### src/rtl/data_reg_bank_reader_if.sv
// Word-stream bus from the bank reader to its downstream consumer.
// The master drives data/address/valid/last; the slave returns ready.
interface data_reg_bank_reader_if #(
    parameter int WIDTH = 32
);
    logic [WIDTH-1:0] dataOut;
    logic [3:0]       addrOut;
    logic             validOut;
    logic             lastOut;
    logic             readyOut;

    modport master (
        output dataOut,
        output addrOut,
        output validOut,
        output lastOut,
        input  readyOut
    );

    modport slave (
        input  dataOut,
        input  addrOut,
        input  validOut,
        input  lastOut,
        output readyOut
    );
endinterface

### src/rtl/data_reg_bank_reader.sv
// Data register bank reader: snapshots the ten bank outputs on start and
// streams NUM_ACTIVE words (addresses 0..NUM_ACTIVE-1) over a valid/ready bus.
// Optional feature macro: READER_CHECKSUM_EN adds checksumOut, the modulo
// 2^WIDTH sum of the words transferred in the most recent run.
module data_reg_bank_reader #(
    parameter int WIDTH      = 32,
    parameter int NUM_ACTIVE = 10
) (
    input  logic                  clk,
    input  logic                  rst,
    input  logic [WIDTH-1:0]      in0,
    input  logic [WIDTH-1:0]      in1,
    input  logic [WIDTH-1:0]      in2,
    input  logic [WIDTH-1:0]      in3,
    input  logic [WIDTH-1:0]      in4,
    input  logic [WIDTH-1:0]      in5,
    input  logic [WIDTH-1:0]      in6,
    input  logic [WIDTH-1:0]      in7,
    input  logic [WIDTH-1:0]      in8,
    input  logic [WIDTH-1:0]      in9,
    input  logic                  start,
    data_reg_bank_reader_if.master bus,
    output logic                  busy,
`ifdef READER_CHECKSUM_EN
    output logic [WIDTH-1:0]      checksumOut,
`endif
    output logic                  done
);

    typedef enum logic [1:0] {
        IDLE,
        SEND,
        DONE
    } state_t;

    localparam logic [3:0] LAST_IDX = 4'(NUM_ACTIVE - 1);

    state_t           state_q, state_d;
    logic [3:0]       idx_q, idx_d;
    logic [WIDTH-1:0] snap_q [10];
    logic [WIDTH-1:0] snap_d [10];
    logic [WIDTH-1:0] bank_in [10];

    logic [WIDTH-1:0] data_out;
    logic [3:0]       addr_out;
    logic             valid_out;
    logic             last_out;
    logic             xfer;

    // Gather the bank outputs into an array so the snapshot is one assignment.
    always_comb begin
        bank_in[0] = in0;
        bank_in[1] = in1;
        bank_in[2] = in2;
        bank_in[3] = in3;
        bank_in[4] = in4;
        bank_in[5] = in5;
        bank_in[6] = in6;
        bank_in[7] = in7;
        bank_in[8] = in8;
        bank_in[9] = in9;
    end

    // Next-state, snapshot capture, index advance and stream outputs.
    always_comb begin
        state_d   = state_q;
        idx_d     = idx_q;
        snap_d    = snap_q;
        data_out  = '0;
        addr_out  = '0;
        valid_out = 1'b0;
        last_out  = 1'b0;
        busy      = 1'b0;
        done      = 1'b0;
        xfer      = 1'b0;
        case (state_q)
            IDLE: begin
                if (start) begin
                    snap_d  = bank_in;
                    idx_d   = '0;
                    state_d = SEND;
                end
            end
            SEND: begin
                busy      = 1'b1;
                valid_out = 1'b1;
                data_out  = snap_q[idx_q];
                addr_out  = idx_q;
                last_out  = (idx_q == LAST_IDX);
                xfer      = bus.readyOut;
                if (bus.readyOut) begin
                    if (last_out) begin
                        state_d = DONE;
                    end else begin
                        idx_d = idx_q + 4'd1;
                    end
                end
            end
            DONE: begin
                busy    = 1'b1;
                done    = 1'b1;
                state_d = IDLE;
            end
            default: begin
                state_d = IDLE;
            end
        endcase
    end

    assign bus.dataOut  = data_out;
    assign bus.addrOut  = addr_out;
    assign bus.validOut = valid_out;
    assign bus.lastOut  = last_out;

    // State, index and snapshot registers with synchronous reset.
    always_ff @(posedge clk) begin
        if (rst) begin
            state_q <= IDLE;
            idx_q   <= '0;
            for (int i = 0; i < 10; i++) begin
                snap_q[i] <= '0;
            end
        end else begin
            state_q <= state_d;
            idx_q   <= idx_d;
            snap_q  <= snap_d;
        end
    end

`ifdef READER_CHECKSUM_EN
    logic [WIDTH-1:0] sum_q, sum_d;

    // Accumulator clears on start accept and adds each transferred word.
    always_comb begin
        sum_d = sum_q;
        if (state_q == IDLE && start) begin
            sum_d = '0;
        end else if (xfer) begin
            sum_d = sum_q + data_out;
        end
    end

    // Checksum register with synchronous reset.
    always_ff @(posedge clk) begin
        if (rst) begin
            sum_q <= '0;
        end else begin
            sum_q <= sum_d;
        end
    end

    assign checksumOut = sum_q;
`endif

endmodule
### src/flat_wrapper.sv
// flat-port wrapper written by rule: the top's interface ports become plain ports
module data_reg_bank_reader_flat 
#(
    parameter int WIDTH      = 32,
    parameter int NUM_ACTIVE = 10
)
  (clk, rst, in0, in1, in2, in3, in4, in5, in6, in7, in8, in9, start, busy, done, bus_dataOut, bus_addrOut, bus_validOut, bus_lastOut, bus_readyOut);
  data_reg_bank_reader_if #(.WIDTH(WIDTH)) bus_i ();
  input  logic clk;
  input  logic rst;
  input  logic [WIDTH-1:0] in0;
  input  logic [WIDTH-1:0] in1;
  input  logic [WIDTH-1:0] in2;
  input  logic [WIDTH-1:0] in3;
  input  logic [WIDTH-1:0] in4;
  input  logic [WIDTH-1:0] in5;
  input  logic [WIDTH-1:0] in6;
  input  logic [WIDTH-1:0] in7;
  input  logic [WIDTH-1:0] in8;
  input  logic [WIDTH-1:0] in9;
  input  logic start;
  output logic busy;
  output logic done;
  output wire logic [$bits(bus_i.dataOut)-1:0] bus_dataOut;
  output wire logic [$bits(bus_i.addrOut)-1:0] bus_addrOut;
  output wire logic [$bits(bus_i.validOut)-1:0] bus_validOut;
  output wire logic [$bits(bus_i.lastOut)-1:0] bus_lastOut;
  input wire logic [$bits(bus_i.readyOut)-1:0] bus_readyOut;
  assign bus_dataOut = bus_i.dataOut;
  assign bus_addrOut = bus_i.addrOut;
  assign bus_validOut = bus_i.validOut;
  assign bus_lastOut = bus_i.lastOut;
  assign bus_i.readyOut = bus_readyOut;
  data_reg_bank_reader #(.WIDTH(WIDTH), .NUM_ACTIVE(NUM_ACTIVE)) u_core (.clk(clk), .rst(rst), .in0(in0), .in1(in1), .in2(in2), .in3(in3), .in4(in4), .in5(in5), .in6(in6), .in7(in7), .in8(in8), .in9(in9), .start(start), .bus(bus_i), .busy(busy), .done(done));
endmodule
### config.mk
export PLATFORM = sky130hd
export DESIGN_NAME = data_reg_bank_reader_flat
export DESIGN_NICKNAME = d
export VERILOG_FILES = /design/src/rtl/data_reg_bank_reader_if.sv /design/src/rtl/data_reg_bank_reader.sv /design/src/flat_wrapper.sv
export SDC_FILE = /design/constraint.sdc
export NUM_CORES = 1
export LEC_CHECK = 0
export ABC_AREA = 1
export BUFFER_PORTS_ARGS = -buffer_cell sky130_fd_sc_hd__buf_4
export CAP_MARGIN = 20
export CORE_MARGIN = 2
export CORE_UTILIZATION = 55
export CTS_BUF_LIST = sky130_fd_sc_hd__clkbuf_4 sky130_fd_sc_hd__clkbuf_8
export CTS_CLUSTER_SIZE = 14
export DETAILED_ROUTE_END_ITERATION = 10
export PLACE_DENSITY_LB_ADDON = 0.15
export REMOVE_ABC_BUFFERS = 1
export SYNTH_ARGS = -nofsm -noshare
export SYNTH_HDL_FRONTEND = slang
export SYNTH_SLANG_ARGS = --single-unit
### constraint.sdc
create_clock -name clk -period 3.4 [get_ports clk]
set_clock_uncertainty 0.2 [all_clocks]
set_input_delay 0.68 -clock clk [delete_from_list [all_inputs] [get_ports clk]]
set_output_delay 0.68 -clock clk [all_outputs]
set_load 0.05 [all_outputs]
==> summary.txt <==
Yosys
  – Cell Area, Synth: 15660 sq um
  – Syn avg cell area: 7.143 sq um
  – Synth area leaders: dfxtp_1 (42%), nand2_1 (14%), a211oi_2 (8.0%)
  – Top cells by count, synth: nand2_1 (592), dfxtp_1 (326), nor2_1 (294), inv_1 (235), nand3_1 (194)
  – Share of flip-flops with an asynchronous set or reset: 0
  – Synth top area share: 0.4168
  – Cells after Synth: 2192
  – Post-synth EDFFs: 0
  – Register area share after synthesis: 0.4168
  – Yosys reg bits: 326
  – Most common cell in the netlist: nand2_1
  – Post-synth cell types: 24
  – Largest area contributor in the synthesized netlist: dfxtp_1
  – Synth Warn #: 0
  – Synth Flop Type: dfxtp_1

Global route
  – First-pass GRT wire length: 71970 um
  – Grt ovf: 0
  – GRT Total Usage: 0.2915
  – Largest net degree at the start of global routing: 221
  – Initial antenna violation count: 0
  – Vias in the first global route: 14530

Worst setup path
  – Critical path launch point type: register
  – Reg2reg end: u_core.snap_q[54]
  – Required @ worst endpoint: 2520 ps
  – Worst r2r src: u_core.state_q[0]
  – End point of the critical path: bus_dataOut[8]
  – CP Launch Point: u_core.idx_q[3]
  – R2R setup slack: 790 ps
  – CP endpoint kind: output pin
  – CP Class: register to output pin
  – Worst r2r path cells: 6
  – WP data arrival: 2440 ps
  – Max FO, Critical Path: 16

Clocking
  – Clk sinks: 326
  – Longest Clk Path Bufs: 3
  – Htree depth: 2
  – Root Buffer: clkbuf_8
  – CTS tree: yes
  – Clock-pin slew on the worst setup and hold paths: 60 ps
  – Worst skew pair latency: 570 ps
  – CTS buffer count: 54

Run status
  – Status: finished, final reports clean

Cells and area
  – Area growth from synthesis to layout: 24.88%
  – Antenna cells: 0
  – Fillers: 2395
  – Final core occ: 0.6999
  – NumNets Final: 2799
  – Share of cells above drive strength 1: 0.2399

Die
  – Die X: 172.7 um
  – Row count: 61
  – Core Area: 27930 sq um
  – DIE HEIGHT: 172.7 um
  – Die ar.: 29830 sq um
  – Starting Density: 0.5605
  – Boundary pin count: 364

STA
  – Tmin final: 3322 ps
  – Final setup fails: 0
  – Hold Vio Cnt, Final: 0
  – Fmax: 301.0 MHz
  – Worst slew margin: 0.3068
  – Slew @ Worst Pin: 1040 ps
  – Hold slack: 149.0 ps
  – Max-slew violations: 0
  – Period utilization: 0.9771
  – Unrepaired setup endpoints after global routing: no

Route
  – DR iter-0 viols: 1325
  – Wire per inst: 15.71 um
  – First drt pass iteration count: 5
  – Post-Route WL: 45360 um
  – Via density: 5.261
  – DRC Markers: 0
  – Via count: 15190
  – Detail Route Antenna Nets: 0

Place
  – RePlAce Congestion: 0.8280
  – Final HPWL DP: 28450 um
  – Buffers on Ports: 363

Pwr
  – Pwr per Cell Area: 694.8 nW/um^2
  – Peak VDD IR: 681.8 uV
  – Leakage power: 8.666 nW

Flow run
  – Max Cap Violations: 0

Min path
  – HP Class: primary input to register
==> cells by family (layout without fill, tap and decap cells) <==
logic type | after synthesis | after routing | synth area share
simple gates | 1087 | 1087 | 0.2780
xor+xnor | 1 | 1 | 0.0005595
compound gates | 359 | 359 | 0.1827
fa+ha+maj | 6 | 6 | 0.004795
flops | 326 | 326 | 0.4168
buf+inv | 413 | 730 | 0.1171
==> power breakdown <==
part	total [W]	internal [W]	switching, W
Clock	0.00365	0.00211	0.00155
Combinational	0.00501	0.00173	0.00328
Sequential	0.00492	0.00465	0.000275
==> sequential cells by signal (all words and copies together), names as in the netlist <==
name / flops
u_core.snap_q: 320
u_core.idx_q: 4
u_core.state_q: 2
==> area by class of cell <==
cell class,instances,area [sq um],area share
multi-input combinational,1453,7313,0.3740
tap,378,473.0,0.02419
inverter,240,904.6,0.04627
clock buffer,91,1146,0.05862
clock inverter,5,25.02,0.001280
timing repair buffer,394,3153,0.1613
sequential,326,6538,0.3344
==> worst min-delay path by stage <==
stage                             startpoint                  to  slack [ps]  cells after the start
after global placement    u_core.snap_q[120]  u_core.snap_q[120]         250                      2
after global routing                  in8[7]   u_core.snap_q[39]         130                      3
after CTS                             in9[1]    u_core.snap_q[1]         120                      3
after floorplan           u_core.snap_q[100]  u_core.snap_q[100]         240                      2
after detailed placement  u_core.snap_q[176]  u_core.snap_q[176]         250                      2
final                                 in8[7]   u_core.snap_q[39]         150                      3
==> worst max-delay path, stage by stage, from the launching register on <==
cell	delay [ps]
dfxtp_1	410
inv_2	250
nor3_4	190
buf_4	320
nand2_1	80
a21oi_1	330
buf_4	270
==> layout by cell type (no fill, tap or decap) <==
master | Yosys | final
nor3_4 | 1 | 1
nand2_1 | 592 | 592
nand4_1 | 3 | 3
nand2_8 | 0 | 1
buf_8 | 0 | 1
inv_2 | 4 | 3
clkbuf_8 | 0 | 74
buf_4 | 14 | 379
o21bai_1 | 1 | 1
dfxtp_4 | 0 | 3
xor2_1 | 1 | 1
clkinv_2 | 0 | 6
buf_12 | 0 | 12
o21ai_0 | 1 | 1
clkbuf_16 | 0 | 1
nor3_1 | 1 | 1
inv_1 | 235 | 235
nor2_1 | 294 | 294
nor3_2 | 1 | 1
a211oi_1 | 124 | 124
clkbuf_4 | 0 | 17
nand3_1 | 194 | 194
buf_16 | 0 | 1
ha_1 | 6 | 5
dfxtp_1 | 326 | 323
inv_4 | 0 | 1
a21oi_1 | 133 | 133
ha_2 | 0 | 1
a211oi_2 | 100 | 100
==> per-stage QoR <==
step / std cells / setup TNS, ps / cell area [sq um] / total power [W] / setup WS (ps)
6_report: 2887 / 0 / 19550 / 0.01359 / 77.75
5_1_grt: 2887 / 0 / 19550 / 0.01445 / 8.838
4_1_cts: 2886 / 0 / 19520 / 0.01357 / 88.53
3_5_place_dp: 2789 / 0 / 18320 / 0.009894 / 609.9
3_3_place_gp: 2789 / 0 / 18320 / 0.009781 / 595.9
2_1_floorplan: 2019 / -1517650 / 14720 / 0.008341 / -6103
==> routing by layer <==
metal  vias to the layer above  share of wire  track usage
met5                         -              0            0
met4                         0          0.038       0.1204
met3                       118          0.085      0.05519
met2                       655           0.45       0.4704
met1                      6823           0.43       0.3851
li1                       7593              -            -
==> timing repair <==
action / in CTS / in global routing
pin swaps: 0 / 0
hold buffers: 0 / 0
endpoints found under the setup margin: 1 / 1
hold endpoints to repair: 0 / 0
gates cloned: 0 / 1
buffers inserted: 1 / 0
resized for setup: 0 / 3
No activity file was read; power rests on OpenSTA's default activity.
